### config.mk
export PLATFORM = sky130hd
export DESIGN_NAME = bcd_down_counter
export DESIGN_NICKNAME = d
export VERILOG_FILES = /design/src/rtl/bcd_pkg.sv /design/src/rtl/bcd_down_digit.sv /design/src/rtl/bcd_down_counter.sv
export SDC_FILE = /design/constraint.sdc
export NUM_CORES = 1
export LEC_CHECK = 0
export BUFFER_PORTS_ARGS = -buffer_cell sky130_fd_sc_hd__buf_2
export CAP_MARGIN = 5
export CELL_PAD_IN_SITES_DETAIL_PLACEMENT = 1
export CELL_PAD_IN_SITES_GLOBAL_PLACEMENT = 1
export CORE_MARGIN = 1.5
export CORE_UTILIZATION = 33
export DETAILED_ROUTE_END_ITERATION = 8
export GPL_TIMING_DRIVEN = 0
export PLACE_DENSITY = 0.87
export SLEW_MARGIN = 10
export SYNTH_ARGS = -nofsm -noshare
export SYNTH_HDL_FRONTEND = slang
export SYNTH_SLANG_ARGS = --single-unit
export TNS_END_PERCENT = 10
### constraint.sdc
create_clock -name clk -period 4.1 [get_ports clk]
set_input_delay 1.23 -clock clk [delete_from_list [all_inputs] [get_ports clk]]
set_output_delay 1.23 -clock clk [all_outputs]
set_load 0.01 [all_outputs]
### src/rtl/bcd_pkg.sv
// Shared BCD digit type, digit limits and the load-time digit clamp.
package bcd_pkg;
  typedef logic [3:0] bcd_digit_t;

  localparam bcd_digit_t BCD_MAX  = 4'd9;
  localparam bcd_digit_t BCD_ZERO = 4'd0;

  function automatic bcd_digit_t bcd_clamp(input bcd_digit_t x);
    return (x > BCD_MAX) ? BCD_MAX : x;
  endfunction
endpackage

### src/rtl/bcd_down_digit.sv
// One decade of the down counter: load, or decrement on borrow_in, wrapping 0 -> 9.
// borrow_out asks the next digit to decrement when this one wraps.
module bcd_down_digit
  import bcd_pkg::*;
(
  input  logic       clk,
  input  logic       rst,
  input  logic       load,
  input  bcd_digit_t load_digit,
  input  logic       borrow_in,
  output bcd_digit_t digit,
  output logic       borrow_out
);

  assign borrow_out = borrow_in & (digit == BCD_ZERO);

  always_ff @(posedge clk) begin
    if (rst)
      digit <= BCD_ZERO;
    else if (load)
      digit <= load_digit;
    else if (borrow_in)
      digit <= (digit == BCD_ZERO) ? BCD_MAX : digit - 4'd1;
  end

endmodule

### src/rtl/bcd_down_counter.sv
// Multi-digit synchronous BCD down counter with terminal-zero flag, done pulse
// and optional auto-reload of the last loaded start value.
module bcd_down_counter
  import bcd_pkg::*;
#(
  parameter int DIGITS      = 2,
  parameter bit AUTO_RELOAD = 1'b0
) (
  input  logic                clk,
  input  logic                rst,
  input  logic                load,
  input  logic [4*DIGITS-1:0] load_val,
  input  logic                en,
  output logic [4*DIGITS-1:0] q,
  output logic                zero,
  output logic                done
);

  localparam int W = 4 * DIGITS;

  logic [W-1:0]    load_clamped;
  logic [W-1:0]    reload_val;
  logic [W-1:0]    digit_load_val;
  logic [DIGITS:0] borrow;
  logic            dec;
  logic            reload_now;
  logic            digit_load;
  logic            borrow_unused;

  assign zero       = (q == '0);
  assign dec        = en & ~load & ~zero;
  // At zero with auto-reload, the digits take the stored start value instead of borrowing.
  assign reload_now = AUTO_RELOAD & en & ~load & zero;
  assign digit_load = load | reload_now;
  assign digit_load_val = load ? load_clamped : reload_val;

  assign borrow[0]     = dec;
  assign borrow_unused = borrow[DIGITS];

  for (genvar g = 0; g < DIGITS; g++) begin : g_digit
    assign load_clamped[4*g +: 4] = bcd_clamp(load_val[4*g +: 4]);

    bcd_down_digit u_digit (
      .clk        (clk),
      .rst        (rst),
      .load       (digit_load),
      .load_digit (digit_load_val[4*g +: 4]),
      .borrow_in  (borrow[g]),
      .digit      (q[4*g +: 4]),
      .borrow_out (borrow[g+1])
    );
  end

  always_ff @(posedge clk) begin
    if (rst)
      reload_val <= '0;
    else if (load)
      reload_val <= load_clamped;
  end

  always_ff @(posedge clk) begin
    if (rst)
      done <= 1'b0;
    else
      done <= dec && (q == W'(1));
  end

endmodule
==> flow_summary.yaml <==
synth:
  synth-simple-area-share: 0.287
  synth_fa_ha_area_frac: 0
  synth_area_per_cell_um2: 8.15
  synth_commonest_cells: "9 x dfxtp_1, 5 x nor2_1, 5 x nor3_1"
  synth_nets: 74
  ys_warn_count: 0
  synth.most_common_cell: "dfxtp_1"
  postSynth.asyncResetShare: 0
  synth_seq_area_share: 0.356
  synthesis.area_um2: 505
  synth_top_cell_by_area: "dfxtp_1"
  synth_top_family_by_area: "simple AND/OR/NAND/NOR gates"
  synth.distinct_cells: 31
  ys.flop_type: "dfxtp_1"
  synthXorXnorAreaFrac: 0.0173
  synth_mux_area_frac: 0.0198
  synth-compound-area-share: 0.282
  netlist_instances: 62
  synth_edf_count: 0
  ys_top_cells_by_area: "dfxtp_1 36%, nor3_1 5.0%, o21ai_0 4.0%"
  synth_top_area_share: 0.356
  ys_seq_elements: 9
drt:
  drtAntennaViolNets: 0
  viasPerCell: 5.64
  routed_wl_mm: 1.57
  first_pass_iters: 4
  dr_total_vias: 570
  drt_iter0_drc: 8
  avgRoutedWirePerCell_um: 15.5
  drc: 0
sta:
  worstMarginPinSlew_ns: 0.591
  max-slew-margin-rel: 0.605
  final-max-slew-violation-count: 0
  final.setup_skew_ns: 0.00890
  fin_setup_tns_ns: 0
  rsz0062_at_grt: "no"
  fin_crit_sh: 0.664
  clock.fmax_mhz: 367
  setup_viol: 0
  layout_min_cycle_time_ns: 2.72
  finalHoldViolations: 0
global_routing:
  grt_pass1_wl_mm: 2.58
  grt_usage: 0.195
  grt-ovfl-total: 0
  antenna_found_initial: 0
  grt_start_max_net_pins: 11
  grt_pass1_vias: 558
min_path:
  hold_class: "flip-flop to flip-flop"
  min_from: "g_digit[0].u_digit.digit[0]"
  whs_endpoint: "done"
  holdPathStages: 2
critical_path:
  worst_ep_arrival_time_ns: 1.49
  critPathLaunchType: "flip-flop"
  endpoint_kind: "output port"
  cp_slowest_stage_delay_ns: 0.35
  rrSetupSlack_ns: 2.42
  worstRegToRegCells: 4
  crit_top_cell: "nor3_1"
  worstPathRequired_ns: 2.87
  worstReg2RegStart: "g_digit[1].u_digit.digit[0]"
  cpMaxStageDelayCell: "dfxtp_1"
  crit_chain: "nor3_1, nand3_1, nor3_1, buf_2"
  r2r_end: "g_digit[1].u_digit.digit[2]"
  path_class: "flip-flop to output port"
  path_max_fanout: 6
floorplanning:
  fp.dieH_um: 42.1
  start_util: 0.370
  die_area_um2: 1780
  rows: 13
  coreArea_um2: 1370
  io_pins: 22
  die_x_um: 42.1
finish:
  area.sequential_um2: 180
  syn_to_final_growth_pct: 28.7
  drive_above_1_share: 0.267
  nets: 99
  multi_input_area_um2: 307
  post-route-util: 0.476
  fillerInstances: 187
  antennaDiodeCount: 0
  final_area_um2: 651
power_and_ir_drop:
  ir_drop_mv: 0.233
  powerDensity_nw_per_um2: 345
  p_leak_nw: 0.301
cts:
  path_clk_slew_ns: 0.07
  cts_resized: 0
  cts_setup_buffers: 0
  clock_latency_ns: 0.27
  clock_sinks: 9
  cts.htree.levels: 1
  cts_tree: "yes"
  cts-buffers-inserted: 3
  ctsHoldBuffers: 0
  clockBufferDepth: 2
  cts_root_buf: "clkbuf_4"
place:
  portBuffers: 20
  placed_area_um2: 624
  hpwl_mm: 1.16
  globalplace.congestion: 0.764
run:
  maxCapViolations: 0
status:
  status: "completed"
==> cells by family after synthesis <==
group / after synthesis
AOI/OAI and AO/OA: 20
xor gates and xnor gates: 1
and+or+nand+nor: 26
muxes: 1
buffers and inverters: 5
DFF: 9
==> registers in the layout (all words and copies together), names as in the netlist <==
register and flops:
g_digit.u_digit.digit 8, done 1
==> critical path: cells and delay by family (launching register included) <==
kind	cells	cell delay, ns
buf+inv	1	0.15
simple gates	3	0.72
flops	1	0.35
==> through the flow <==
step | cells | setup WS, ns | power, mW | hold WS (ns)
6_report | 101 | 1.38 | 0.225 | 0.533
5_1_grt | 101 | 1.19 | 0.236 | 0.566
4_1_cts | 101 | 1.36 | 0.226 | 0.530
3_5_place_dp | 97 | 1.58 | 0.156 | 0.519
3_3_place_gp | 97 | 1.58 | 0.153 | 0.478
2_1_floorplan | 62 | 1.80 | 0.134 | 0.503
==> layout by cell type, fill, tap and decap left out, drive strengths merged <==
cell     count
a311o        1
nand2b       2
dfxtp        9
a2bb2oi      1
a21oi        3
a31oi        1
mux2i        1
nor3b        1
inv          3
o21bai       1
nor4         1
nor2b        3
o211a        1
nor3         5
or4b         1
nor4bb       1
buf         20
a221oi       1
o31a         1
nand3        1
a211oi       1
nand3b       1
o21ai        4
a211o        1
xor2         1
a311oi       1
a21o         1
o21a         2
or3          2
clkbuf       6
nor2         5
nand2        3
==> metal layers <==
layer	up-vias	wire, um	global-route usage
met5	-	0	0
met4	0	12	0.0750
met3	2	76	0.0517
met2	17	805	0.341
met1	271	674	0.226
li1	280	-	-
==> area by class of cell <==
class                   count  area share
inverters                   3      0.0173
multi-input cells          48       0.471
plain buffers               2      0.0115
flip-flops and latches      9       0.277
well taps                  15      0.0288
clock buffers               4      0.0404
repair buffers             20       0.154
==> power breakdown <==
group          internal, mW  switching, mW  total [mW]
Clock                0.0375         0.0325      0.0700
Sequential           0.0933        0.00777       0.101
Combinational        0.0238         0.0299      0.0537
==> how the worst max path moves through the flow <==
| stage | endpoint | start | cells past startpoint |
|---|---|---|---|
| detailed placement | g_digit[1].u_digit.digit[0] | en | 5 |
| CTS | zero | g_digit[1].u_digit.digit[0] | 4 |
| floorplan | zero | g_digit[1].u_digit.digit[0] | 3 |
| finish | zero | g_digit[1].u_digit.digit[0] | 4 |
| global placement | g_digit[1].u_digit.digit[0] | en | 5 |
| global route | zero | g_digit[1].u_digit.digit[0] | 4 |
(Power assumes the default switching activity.)
